File: config.mk
export PLATFORM = sky130hd
export DESIGN_NAME = stream_fifo
export DESIGN_NICKNAME = d
export VERILOG_FILES = /design/src/rtl/stream_pkg.sv /design/src/rtl/stream_fifo_mem.sv /design/src/rtl/stream_fifo.sv
export SDC_FILE = /design/constraint.sdc
export NUM_CORES = 1
export LEC_CHECK = 0
export CORE_MARGIN = 2
export CORE_UTILIZATION = 45
export DETAILED_ROUTE_END_ITERATION = 6
export MAX_ROUTING_LAYER = met4
export PLACE_DENSITY = 0.79
export SETUP_SLACK_MARGIN = 0.15
export SLEW_MARGIN = 0
export SYNTH_ARGS = -nofsm -noshare
export SYNTH_HDL_FRONTEND = slang
export SYNTH_SLANG_ARGS = --single-unit
File: constraint.sdc
create_clock -name clk -period 4.6 [get_ports clk]
set_input_delay 0.69 -clock clk [delete_from_list [all_inputs] [get_ports clk]]
set_output_delay 0.69 -clock clk [all_outputs]
set_load 0.02 [all_outputs]
File: src/rtl/stream_pkg.sv
// stream_pkg: shared types and width helpers for the stream FIFO family.
//   state_t      - occupancy state of the FIFO (EMPTY / ACTIVE / FULL)
//   ptr_width()  - index width of the (DEPTH-1)-entry circular buffer
//   count_width()- width of an occupancy counter that can hold DEPTH
package stream_pkg;

  typedef enum logic [1:0] {
    EMPTY  = 2'd0,
    ACTIVE = 2'd1,
    FULL   = 2'd2
  } state_t;

  // A one-entry buffer (DEPTH=2) still needs a 1-bit index to stay legal.
  function automatic int unsigned ptr_width(input int unsigned depth);
    return (depth > 2) ? $clog2(depth - 1) : 1;
  endfunction

  function automatic int unsigned count_width(input int unsigned depth);
    return $clog2(depth + 1);
  endfunction

endpackage

File: src/rtl/stream_fifo_mem.sv
// stream_fifo_mem: (DEPTH-1) x WIDTH register file backing the FIFO body.
// One synchronous write port, one combinational read port, no reset.
//   clk      - clock
//   wr_en    - write strobe
//   wr_addr  - write index (0 .. DEPTH-2)
//   wr_data  - write word
//   rd_addr  - read index (0 .. DEPTH-2)
//   rd_data  - word at rd_addr, combinational
module stream_fifo_mem
  import stream_pkg::*;
#(
  parameter int unsigned WIDTH = 32,
  parameter int unsigned DEPTH = 4,
  localparam int unsigned PW = ptr_width(DEPTH)
) (
  input  logic             clk,
  input  logic             wr_en,
  input  logic [PW-1:0]    wr_addr,
  input  logic [WIDTH-1:0] wr_data,
  input  logic [PW-1:0]    rd_addr,
  output logic [WIDTH-1:0] rd_data
);

  logic [WIDTH-1:0] mem [DEPTH-1];

  always_ff @(posedge clk) begin
    if (wr_en) begin
      mem[wr_addr] <= wr_data;
    end
  end

  assign rd_data = mem[rd_addr];

endmodule

File: src/rtl/stream_fifo.sv
// stream_fifo: DEPTH-entry valid/ready FIFO with registered handshake outputs.
// The head word lives in its own register (`out`) that drives output_data;
// the remaining DEPTH-1 words live in a circular buffer (stream_fifo_mem).
// input_ready, output_valid, count and almost_full are all registered from the
// next-state count, so there is no combinational path from output_ready to
// input_ready, nor from input_data to output_data.
//
// Ports:
//   clk, reset    - single clock, synchronous active-high reset
//   flush         - discard all contents (only with STREAM_FIFO_FLUSH_EN)
//   input_valid   - upstream word present
//   input_ready   - FIFO can accept a word (registered)
//   input_data    - upstream word
//   output_valid  - head word present (registered)
//   output_ready  - downstream accepts the head word
//   output_data   - head word (from register)
//   count         - words held, including the head (registered)
//   almost_full   - count >= AFULL (registered)
//
// Build options:
//   STREAM_FIFO_FLUSH_EN - adds the flush input
//   FORMAL               - enables embedded properties
module stream_fifo
  import stream_pkg::*;
#(
  parameter int unsigned WIDTH = 32,
  parameter int unsigned DEPTH = 4,
  parameter int unsigned AFULL = DEPTH - 1
) (
  input  logic                          clk,
  input  logic                          reset,
`ifdef STREAM_FIFO_FLUSH_EN
  input  logic                          flush,
`endif
  input  logic                          input_valid,
  output logic                          input_ready,
  input  logic [WIDTH-1:0]              input_data,
  output logic                          output_valid,
  input  logic                          output_ready,
  output logic [WIDTH-1:0]              output_data,
  output logic [count_width(DEPTH)-1:0] count,
  output logic                          almost_full
);

  localparam int unsigned PW = ptr_width(DEPTH);
  localparam int unsigned CW = count_width(DEPTH);
  localparam logic [CW-1:0] DEPTH_C  = CW'(DEPTH);
  localparam logic [CW-1:0] AFULL_C  = CW'(AFULL);
  localparam logic [PW-1:0] LAST_IDX = PW'(DEPTH - 2);

  state_t           state, state_n;
  logic [CW-1:0]    count_n;

  // Pointers are {wrap, index}; equal pointers mean an empty buffer, equal
  // indices with differing wrap bits mean a full one.
  logic [PW:0]      rptr, wptr;
  logic             buf_empty;

  logic             clear;
  logic             insert, remove;
  logic             load_out, out_from_buf, wr_en, rd_adv;
  logic [WIDTH-1:0] rd_data;
  logic [WIDTH-1:0] out;

`ifdef STREAM_FIFO_FLUSH_EN
  assign clear = reset | flush;
`else
  assign clear = reset;
`endif

  assign insert      = input_valid & input_ready;
  assign remove      = output_valid & output_ready;
  assign buf_empty   = (rptr == wptr);
  assign output_data = out;

  // Index runs 0 .. DEPTH-2, so wrap is modulo DEPTH-1 rather than a power of two.
  function automatic logic [PW:0] bump(input logic [PW:0] p);
    if (p[PW-1:0] == LAST_IDX) begin
      return {~p[PW], {PW{1'b0}}};
    end
    return p + 1'b1;
  endfunction

  always_comb begin
    state_n      = state;
    count_n      = count;
    load_out     = 1'b0;
    out_from_buf = 1'b0;
    wr_en        = 1'b0;
    rd_adv       = 1'b0;
    unique case (state)
      EMPTY: begin
        if (insert) begin
          load_out = 1'b1;
          count_n  = CW'(1);
          state_n  = ACTIVE;
        end
      end
      ACTIVE: begin
        if (insert && !remove) begin
          wr_en   = 1'b1;
          count_n = count + 1'b1;
          if (count_n == DEPTH_C) begin
            state_n = FULL;
          end
        end else if (!insert && remove) begin
          count_n = count - 1'b1;
          if (buf_empty) begin
            state_n = EMPTY;
          end else begin
            load_out     = 1'b1;
            out_from_buf = 1'b1;
            rd_adv       = 1'b1;
          end
        end else if (insert && remove) begin
          // Empty buffer: the new word goes straight to the head register.
          load_out = 1'b1;
          if (!buf_empty) begin
            out_from_buf = 1'b1;
            rd_adv       = 1'b1;
            wr_en        = 1'b1;
          end
        end
      end
      FULL: begin
        if (remove) begin
          load_out     = 1'b1;
          out_from_buf = 1'b1;
          rd_adv       = 1'b1;
          count_n      = count - 1'b1;
          state_n      = ACTIVE;
        end
      end
      default: begin
        state_n = EMPTY;
        count_n = '0;
      end
    endcase
  end

  always_ff @(posedge clk) begin
    if (clear) begin
      state        <= EMPTY;
      count        <= '0;
      output_valid <= 1'b0;
      input_ready  <= 1'b1;
      almost_full  <= 1'b0;
    end else begin
      state        <= state_n;
      count        <= count_n;
      output_valid <= (count_n != '0);
      input_ready  <= (count_n != DEPTH_C);
      almost_full  <= (count_n >= AFULL_C);
    end
  end

  always_ff @(posedge clk) begin
    if (clear) begin
      rptr <= '0;
      wptr <= '0;
    end else begin
      if (rd_adv) begin
        rptr <= bump(rptr);
      end
      if (wr_en) begin
        wptr <= bump(wptr);
      end
    end
  end

  // Head data register is deliberately not reset.
  always_ff @(posedge clk) begin
    if (load_out) begin
      out <= out_from_buf ? rd_data : input_data;
    end
  end

  stream_fifo_mem #(
    .WIDTH(WIDTH),
    .DEPTH(DEPTH)
  ) u_mem (
    .clk    (clk),
    .wr_en  (wr_en),
    .wr_addr(wptr[PW-1:0]),
    .wr_data(input_data),
    .rd_addr(rptr[PW-1:0]),
    .rd_data(rd_data)
  );

`ifdef FORMAL
  a_hold_stable: assert property (@(posedge clk) disable iff (clear)
    output_valid && !output_ready |=> output_valid && $stable(output_data));

  a_count_track: assert property (@(posedge clk) disable iff (clear)
    1'b1 |=> count == $past(count) + CW'($past(insert)) - CW'($past(remove)));

  a_order_empty: assert property (@(posedge clk) disable iff (clear)
    insert && state == EMPTY |=> output_data == $past(input_data));

  a_order_buf: assert property (@(posedge clk) disable iff (clear)
    remove && !buf_empty |=> output_data == $past(rd_data));

  a_empty_novalid: assert property (@(posedge clk)
    state == EMPTY |-> !output_valid);
`endif

endmodule

==> impl_metrics.xml, run 1 <==
<?xml version="1.0" encoding="UTF-8"?>
<metrics>
  <group name="setup_path">
    <metric name="startpoint_of_the_worst_setup_timing_path" unit="">input_valid</metric>
    <metric name="reg2reg_setup_slack" unit="ns">1.84</metric>
    <metric name="critical_path_required" unit="ns">4.68</metric>
    <metric name="crit_path_end" unit="">u_mem.mem[0][3]$_DFFE_PP_</metric>
    <metric name="worst_r2r_endpoint" unit="">u_mem.mem[0][3]$_DFFE_PP_</metric>
    <metric name="r2r_cells" unit="">6</metric>
    <metric name="critical_path.endpoint_type" unit="">flop</metric>
    <metric name="worst_ep_arrival_time" unit="ns">2.98</metric>
    <metric name="setup.worst_path.start_class" unit="">input pin</metric>
    <metric name="regToRegStartpoint" unit="">state[1]$_SDFFE_PP0P_</metric>
    <metric name="path_class" unit="">in -&gt; reg</metric>
    <metric name="crit_path_max_fanout" unit="">22</metric>
  </group>
  <group name="sta">
    <metric name="slew_limit_headroom" unit="">0.252</metric>
    <metric name="timing.hold.ws" unit="ns">0.506</metric>
    <metric name="setup_total_neg_slack" unit="ns">0</metric>
    <metric name="period_needed" unit="ns">2.90</metric>
    <metric name="setup_repair_after_global_routing_missed_its_margin" unit="">false</metric>
    <metric name="finalSetupViolations" unit="">0</metric>
    <metric name="worst_slew_pin_slew" unit="ns">1.12</metric>
    <metric name="final.setup_skew" unit="ns">0.0120</metric>
    <metric name="final.period_utilization" unit="">0.630</metric>
    <metric name="maxClockFrequency" unit="GHz">0.345</metric>
    <metric name="finalHoldViolCount" unit="">0</metric>
    <metric name="slew_viol_final" unit="">0</metric>
  </group>
  <group name="logic_synthesis">
    <metric name="postSynthCellCount" unit="">417</metric>
    <metric name="synth-edff-count" unit="">128</metric>
    <metric name="async_flop_share" unit="">0</metric>
    <metric name="synth_common_cells" unit="">128 x sky130_fd_sc_hd__edfxtp_1, 44 x sky130_fd_sc_hd__nand2_1, 40 x sky130_fd_sc_hd__nor2_1</metric>
    <metric name="synth-seq-area-share" unit="">0.723</metric>
    <metric name="top_cells_by_area_synth" unit="">sky130_fd_sc_hd__edfxtp_1 67%, sky130_fd_sc_hd__dfxtp_1 5.6%, sky130_fd_sc_hd__mux2i_1 5.6%</metric>
    <metric name="yosys.area.top_type" unit="">sky130_fd_sc_hd__edfxtp_1</metric>
    <metric name="synth.ff_latch_count" unit="">144</metric>
    <metric name="most_instantiated_flip_flop_cell_in_the_synthesis_netlist" unit="">sky130_fd_sc_hd__edfxtp_1</metric>
    <metric name="synthMostInstantiatedCell" unit="">sky130_fd_sc_hd__edfxtp_1</metric>
    <metric name="synth.cell_area" unit="sq um">5760</metric>
    <metric name="yosys_warnings" unit="">0</metric>
    <metric name="post_synth.cell_area_avg" unit="sq um">13.8</metric>
    <metric name="yosysUniqueCellTypes" unit="">46</metric>
    <metric name="net_count_after_synthesis" unit="">461</metric>
    <metric name="synth_top_area_share" unit="">0.668</metric>
  </group>
  <group name="place">
    <metric name="placement.io_buffers" unit="">73</metric>
    <metric name="gp_congestion" unit="">0.898</metric>
    <metric name="hpwlAfterDp" unit="microns">6600</metric>
  </group>
  <group name="detailed_routing">
    <metric name="drtAntennaViolNets" unit="">0</metric>
    <metric name="post_drt_wl_per_cell" unit="microns">16.0</metric>
    <metric name="drt_pass1_iterations" unit="">4</metric>
    <metric name="wl_met1" unit="microns">4590</metric>
    <metric name="detail_route.drc_violations" unit="">0</metric>
    <metric name="wl_met2" unit="microns">5550</metric>
    <metric name="topRoutingLayerUsed" unit="">met4</metric>
    <metric name="drt_iter0_drc" unit="">273</metric>
    <metric name="detail_route.vias_per_cell" unit="">5.16</metric>
    <metric name="wl_met3" unit="microns">505</metric>
    <metric name="vias" unit="">3491</metric>
    <metric name="finalWirelength" unit="microns">10800</metric>
  </group>
  <group name="cells_and_area">
    <metric name="area_growth_syn_to_layout" unit="%">26.5</metric>
    <metric name="final_util" unit="">0.579</metric>
    <metric name="final.fill_count" unit="">985</metric>
    <metric name="multi_input_area" unit="sq um">1510</metric>
    <metric name="antenna_cells_inserted" unit="">0</metric>
    <metric name="fraction_of_final_layout_cells_sized_beyond_drive_strength_1" unit="">0.0792</metric>
    <metric name="final-seq-area" unit="sq um">4170</metric>
    <metric name="fin_nets" unit="">537</metric>
  </group>
  <group name="cts">
    <metric name="cts_hold_repair.buffers" unit="">0</metric>
    <metric name="cts.clk_slew.worst_paths" unit="ns">0.06</metric>
    <metric name="clock-root-buffer" unit="">sky130_fd_sc_hd__clkbuf_16</metric>
    <metric name="ctsHtreeMaxLevel" unit="">4</metric>
    <metric name="post-cts-setup-buffer-count" unit="">0</metric>
    <metric name="clk-insertion-delay-late" unit="ns">0.42</metric>
    <metric name="cts_made_buffers" unit="">17</metric>
    <metric name="cts_buffer_depth" unit="">2</metric>
    <metric name="cts_tree" unit="">built</metric>
    <metric name="cts_resized" unit="">0</metric>
    <metric name="tritoncts_num_sinks" unit="">144</metric>
  </group>
  <group name="grt">
    <metric name="groute.usage.overall" unit="">0.175</metric>
    <metric name="grt_overflow" unit="">0</metric>
    <metric name="antenna_violations_before_repair" unit="">0</metric>
    <metric name="vias_in_the_first_global_route" unit="">3469</metric>
    <metric name="grt_max_degree" unit="">69</metric>
    <metric name="global_route_wire_length_before_repair" unit="microns">17000</metric>
  </group>
  <group name="pwr">
    <metric name="max_rail_drop_vdd" unit="mV">0.211</metric>
    <metric name="power_leakage" unit="nW">2.51</metric>
    <metric name="p_int" unit="mW">2.78</metric>
    <metric name="seq_power_share" unit="">0.448</metric>
    <metric name="total_power" unit="mW">3.72</metric>
    <metric name="net-switching-power" unit="mW">0.936</metric>
    <metric name="power.share.clock" unit="">0.375</metric>
    <metric name="share_comb_of_total_power" unit="">0.177</metric>
    <metric name="p_per_area" unit="nW/um^2">511</metric>
    <metric name="power_switching_share" unit="">0.252</metric>
  </group>
  <group name="floorplanning">
    <metric name="die_height" unit="microns">117</metric>
    <metric name="floorplan.die.width" unit="microns">117</metric>
    <metric name="initial_core_util" unit="">0.458</metric>
    <metric name="placement_rows" unit="">41</metric>
    <metric name="boundaryPins" unit="">74</metric>
    <metric name="design.core.area" unit="sq um">12600</metric>
    <metric name="die_area" unit="sq um">13700</metric>
  </group>
  <group name="hold_path">
    <metric name="min_path_type" unit="">reg -&gt; reg</metric>
  </group>
  <group name="status">
    <metric name="status" unit="">complete, no violations</metric>
  </group>
  <group name="flow_run">
    <metric name="maxCapViolations" unit="">0</metric>
  </group>
</metrics>
## how the worst min path moves through the flow
stage,from,endpoint,slack (ns),cells past startpoint
2_1_floorplan,rptr[0]$_SDFFE_PP0N_,flop,0.48,2
3_3_place_gp,rptr[0]$_SDFFE_PP0N_,flop,0.49,2
3_5_place_dp,rptr[0]$_SDFFE_PP0N_,flop,0.50,2
4_1_cts,rptr[0]$_SDFFE_PP0N_,flop,0.51,2
5_1_grt,rptr[0]$_SDFFE_PP0N_,flop,0.56,2
6_report,rptr[0]$_SDFFE_PP0N_,flop,0.51,2
## layout by cell type (no fill, tap or decap), types with 2 or more instances in the layout
master / n
sky130_fd_sc_hd__clkinv_1: 3
sky130_fd_sc_hd__nor2_1: 39
sky130_fd_sc_hd__a31oi_1: 2
sky130_fd_sc_hd__a21oi_1: 39
sky130_fd_sc_hd__inv_1: 6
sky130_fd_sc_hd__ha_1: 8
sky130_fd_sc_hd__xnor2_1: 2
sky130_fd_sc_hd__a211oi_1: 3
sky130_fd_sc_hd__clkdlybuf4s50_1: 73
sky130_fd_sc_hd__clkbuf_16: 17
sky130_fd_sc_hd__bufinv_16: 4
sky130_fd_sc_hd__clkbuf_1: 3
sky130_fd_sc_hd__or3_1: 2
sky130_fd_sc_hd__o21ai_0: 36
sky130_fd_sc_hd__buf_4: 4
sky130_fd_sc_hd__nand3_1: 2
sky130_fd_sc_hd__mux2i_1: 32
sky130_fd_sc_hd__or4_1: 2
sky130_fd_sc_hd__a21boi_0: 2
sky130_fd_sc_hd__clkinvlp_4: 2
sky130_fd_sc_hd__nand2_1: 44
sky130_fd_sc_hd__clkinv_4: 2
sky130_fd_sc_hd__xor2_1: 5
sky130_fd_sc_hd__dfxtp_1: 14
sky130_fd_sc_hd__dfxtp_2: 2
sky130_fd_sc_hd__nor3_1: 2
sky130_fd_sc_hd__edfxtp_1: 128
## sequential cells by signal, summed over array words and instances, names as in the netlist, 2 cells and up, named ones only
register / flops
rptr: 3
count: 3
state: 2
u_mem.mem: 96
wptr: 3
output_data: 32
## power groups by stage
stage	Combinational, mW	Clock [mW]	Sequential [mW]
after floorplan	0.268	0	1.79
after global placement	0.633	0	1.68
after detailed placement	0.655	0	1.69
after CTS	0.662	1.41	1.67
after global routing	0.722	1.47	1.68
final	0.660	1.40	1.67
## through the flow
stage	std cells	setup slack [ns]	area, sq um
CTS	677	1.70	7280
detailed placement	646	1.31	6680
global route	677	1.59	7280
finish	677	1.70	7280
floorplan	417	0.693	5760
global placement	646	1.41	6680
## cells by family (layout without fill, tap and decap cells)
group / count (synthesis) / count (layout) / share of synthesized area
AND/OR/NAND/NOR: 105 / 105 / 0.0806
AO/OA/AOI/OAI: 94 / 94 / 0.0926
flip-flops: 144 / 144 / 0.723
XOR/XNOR: 7 / 7 / 0.0107
multiplexers: 32 / 32 / 0.0556
adder cells (fa/ha/maj): 8 / 8 / 0.0174
buffers and inverters: 27 / 115 / 0.0198
## layout make-up
class | instances | share of cell area
clock inverter | 11 | 0.0227
multi-input combinational | 246 | 0.207
sequential | 144 | 0.572
timing repair buffer | 77 | 0.104
inverter | 7 | 0.00361
clock buffer | 20 | 0.0600
tap | 172 | 0.0296
## critical path, cell delays in order
cell                              delay [ns]
sky130_fd_sc_hd__clkdlybuf4s50_1        0.61
sky130_fd_sc_hd__and3_1                 0.27
sky130_fd_sc_hd__o41ai_1                0.19
sky130_fd_sc_hd__nor3_2                 0.75
sky130_fd_sc_hd__buf_4                  0.45
## metal layers
metal  up-vias  track usage
met3        12       0.0438
met4         0       0.0855
met5         -            -
li1       1703            -
met2       101        0.281
met1      1675        0.207
Note: power is estimated with default switching activity, not from simulation.
==> run 2: changes to the inputs <==
Clock period 4.6 ns to 2.8 ns, I/O delays scaled along.
==> run 2 against run 1 <==
Net effect:
- hold slack better by 0.011 ns
- clock-buffer cell count increased by 4
- clock skew fell by 0.0029 ns
- total power grew 61%
- critical path depth rose by 2
- sequential cell count unchanged
- via count is 0.57% lower
- final cell count grew 1.0%
- combinational power up 65%
- first-iteration DRC count grew 14%
- register-to-register slack got worse by 1.5 ns
- sequential share of layout area down 0.53 points
- critical path type is now reg -> reg
- highest routed layer unchanged
==> impl_metrics.xml, run 2 (synthesis results as in run 1) <==
<?xml version="1.0" encoding="UTF-8"?>
<metrics>
  <group name="status">
    <metric name="status" unit="">complete, no violations</metric>
  </group>
  <group name="floorplanning">
    <metric name="die_height" unit="microns">117</metric>
    <metric name="floorplan.die.width" unit="microns">117</metric>
    <metric name="boundaryPins" unit="">74</metric>
    <metric name="design.core.area" unit="sq um">12600</metric>
    <metric name="placement_rows" unit="">41</metric>
    <metric name="initial_core_util" unit="">0.458</metric>
    <metric name="die_area" unit="sq um">13700</metric>
  </group>
  <group name="pwr">
    <metric name="max_rail_drop_vdd" unit="mV">0.459</metric>
    <metric name="p_per_area" unit="nW/um^2">813</metric>
    <metric name="seq_power_share" unit="">0.458</metric>
    <metric name="p_int" unit="mW">4.44</metric>
    <metric name="power.share.clock" unit="">0.359</metric>
    <metric name="share_comb_of_total_power" unit="">0.183</metric>
    <metric name="power_leakage" unit="nW">2.56</metric>
    <metric name="power_switching_share" unit="">0.257</metric>
    <metric name="net-switching-power" unit="mW">1.53</metric>
  </group>
  <group name="setup_path">
    <metric name="cpMaxStageDelayCell" unit="">sky130_fd_sc_hd__nor3_4</metric>
    <metric name="critical_path_required" unit="ns">2.88</metric>
    <metric name="critical_path.most_common_cell" unit="">sky130_fd_sc_hd__buf_4</metric>
    <metric name="setup.worst_path.start_class" unit="">flop</metric>
    <metric name="worst_ep_arrival_time" unit="ns">2.56</metric>
    <metric name="cp.buffers_inverters" unit="">3</metric>
    <metric name="critical_path.endpoint_type" unit="">flop</metric>
    <metric name="r2r_cells" unit="">7</metric>
    <metric name="path_class" unit="">reg -&gt; reg</metric>
    <metric name="crit_path_max_fanout" unit="">22</metric>
    <metric name="critical-path-max-stage-delay" unit="ns">0.46</metric>
    <metric name="critical_path_depth" unit="">7</metric>
    <metric name="crit_family" unit="">simple AND/OR/NAND/NOR gates</metric>
    <metric name="critical_path.cell_chain" unit="">inv_1, ha_1, and3_1, o41ai_1, buf_4, nor3_4, buf_4</metric>
  </group>
  <group name="grt">
    <metric name="groute.usage.overall" unit="">0.173</metric>
    <metric name="vias_in_the_first_global_route" unit="">3517</metric>
    <metric name="global_route_wire_length_before_repair" unit="microns">16900</metric>
    <metric name="grt_overflow" unit="">0</metric>
    <metric name="grt_max_degree" unit="">38</metric>
    <metric name="antenna_violations_before_repair" unit="">0</metric>
  </group>
  <group name="cts">
    <metric name="cts_made_buffers" unit="">17</metric>
    <metric name="post-cts-setup-buffer-count" unit="">0</metric>
    <metric name="clock-root-buffer" unit="">sky130_fd_sc_hd__clkbuf_16</metric>
    <metric name="cts.clk_slew.worst_paths" unit="ns">0.06</metric>
    <metric name="ctsHtreeMaxLevel" unit="">4</metric>
    <metric name="cts_buffer_depth" unit="">2</metric>
    <metric name="tritoncts_num_sinks" unit="">144</metric>
    <metric name="clk-insertion-delay-late" unit="ns">0.41</metric>
    <metric name="cts_resized" unit="">0</metric>
    <metric name="cts_hold_repair.buffers" unit="">0</metric>
    <metric name="cts_tree" unit="">built</metric>
  </group>
  <group name="place">
    <metric name="placement.io_buffers" unit="">73</metric>
    <metric name="gp_congestion" unit="">0.816</metric>
    <metric name="hpwlAfterDp" unit="microns">6740</metric>
  </group>
  <group name="sta">
    <metric name="finalSetupViolations" unit="">0</metric>
    <metric name="worst_slew_pin_slew" unit="ns">0.739</metric>
    <metric name="finalHoldViolCount" unit="">0</metric>
    <metric name="setup_repair_after_global_routing_missed_its_margin" unit="">false</metric>
    <metric name="period_needed" unit="ns">2.47</metric>
    <metric name="setup_total_neg_slack" unit="ns">0</metric>
    <metric name="maxClockFrequency" unit="GHz">0.405</metric>
    <metric name="slew_limit_headroom" unit="">0.507</metric>
    <metric name="final.setup_skew" unit="ns">0.00904</metric>
    <metric name="final.period_utilization" unit="">0.883</metric>
    <metric name="timing.hold.ws" unit="ns">0.516</metric>
    <metric name="slew_viol_final" unit="">0</metric>
  </group>
  <group name="hold_path">
    <metric name="min_path_type" unit="">reg -&gt; reg</metric>
    <metric name="min_path_cells" unit="">2</metric>
  </group>
  <group name="cells_and_area">
    <metric name="layout_commonest_cell" unit="">sky130_fd_sc_hd__edfxtp_1</metric>
    <metric name="final_util" unit="">0.585</metric>
    <metric name="fin_nets" unit="">543</metric>
    <metric name="fraction_of_final_layout_cells_sized_beyond_drive_strength_1" unit="">0.0996</metric>
    <metric name="registers.top_by_ff_count" unit="">u_mem.mem</metric>
    <metric name="antenna_cells_inserted" unit="">0</metric>
    <metric name="area_growth_syn_to_layout" unit="%">27.6</metric>
    <metric name="largest_reg_flops" unit="">96</metric>
    <metric name="layout_common_cells" unit="">128 x sky130_fd_sc_hd__edfxtp_1, 73 x sky130_fd_sc_hd__clkdlybuf4s50_1, 44 x sky130_fd_sc_hd__nand2_1</metric>
  </group>
  <group name="detailed_routing">
    <metric name="detail_route.drc_violations" unit="">0</metric>
    <metric name="detail_route.vias_per_cell" unit="">5.07</metric>
    <metric name="drtAntennaViolNets" unit="">0</metric>
    <metric name="vias" unit="">3471</metric>
    <metric name="drt_iter0_drc" unit="">311</metric>
    <metric name="drt_pass1_iterations" unit="">4</metric>
    <metric name="post_drt_wl_per_cell" unit="microns">15.6</metric>
    <metric name="finalWirelength" unit="microns">10700</metric>
  </group>
  <group name="flow_run">
    <metric name="maxCapViolations" unit="">0</metric>
  </group>
</metrics>
## run 2: metrics by stage
| stage | worst slack [ns] | power (mW) | cells | area (sq um) |
|---|---|---|---|---|
| floorplan | 0.111 | 3.38 | 417 | 5770 |
| global placement | 0.155 | 3.83 | 652 | 6770 |
| detailed placement | 0.0637 | 3.87 | 652 | 6770 |
| CTS | 0.293 | 6.02 | 684 | 7350 |
| global route | 0.176 | 6.21 | 684 | 7350 |
| finish | 0.328 | 5.97 | 684 | 7350 |
## run 2: power by group through the flow
stage | clock [mW] | combinational (mW) | sequential, mW
2_1_floorplan | 0 | 0.448 | 2.93
5_1_grt | 2.26 | 1.19 | 2.76
6_report | 2.14 | 1.09 | 2.74
3_5_place_dp | 0 | 1.09 | 2.78
4_1_cts | 2.18 | 1.10 | 2.74
3_3_place_gp | 0 | 1.06 | 2.77
## run 2: worst register-to-register path: cells and delay by family (launching register included)
| family | cells | cell delay, ns |
|---|---|---|
| buffers and inverters | 3 | 0.68 |
| and+or+nand+nor | 2 | 0.72 |
| DFF | 1 | 0.35 |
| AOI/OAI and AO/OA | 1 | 0.10 |
| adders and majority gates | 1 | 0.28 |
## run 2: final cells by class
class	count	area, sq um
well taps	172	215
inverters	7	26.3
fillers	994	5220
clock buffers	24	536
flip-flops and latches	144	4170
clock inverters	8	45.0
repair buffers	83	843
multi-input cells	246	1520
## run 2: routing by layer
metal / wire length (microns) / GRT usage / vias up / share of wire
met5: 0 / - / - / 0
met4: 91 / 0.0886 / 0 / 0.0085
met3: 494 / 0.0443 / 4 / 0.046
met2: 5600 / 0.287 / 88 / 0.52
met1: 4510 / 0.195 / 1662 / 0.42
li1: - / - / 1717 / -
## run 2: path summary, 6_finish.rpt
check	end	startpoint	slack [ns]
max	u_mem.mem[0][10]$_DFFE_PP_	state[1]$_SDFFE_PP0P_	0.33
max reg2reg	u_mem.mem[0][10]$_DFFE_PP_	state[1]$_SDFFE_PP0P_	0.33
min	flop	rptr[0]$_SDFFE_PP0N_	0.52
min reg2reg	flop	rptr[0]$_SDFFE_PP0N_	0.52
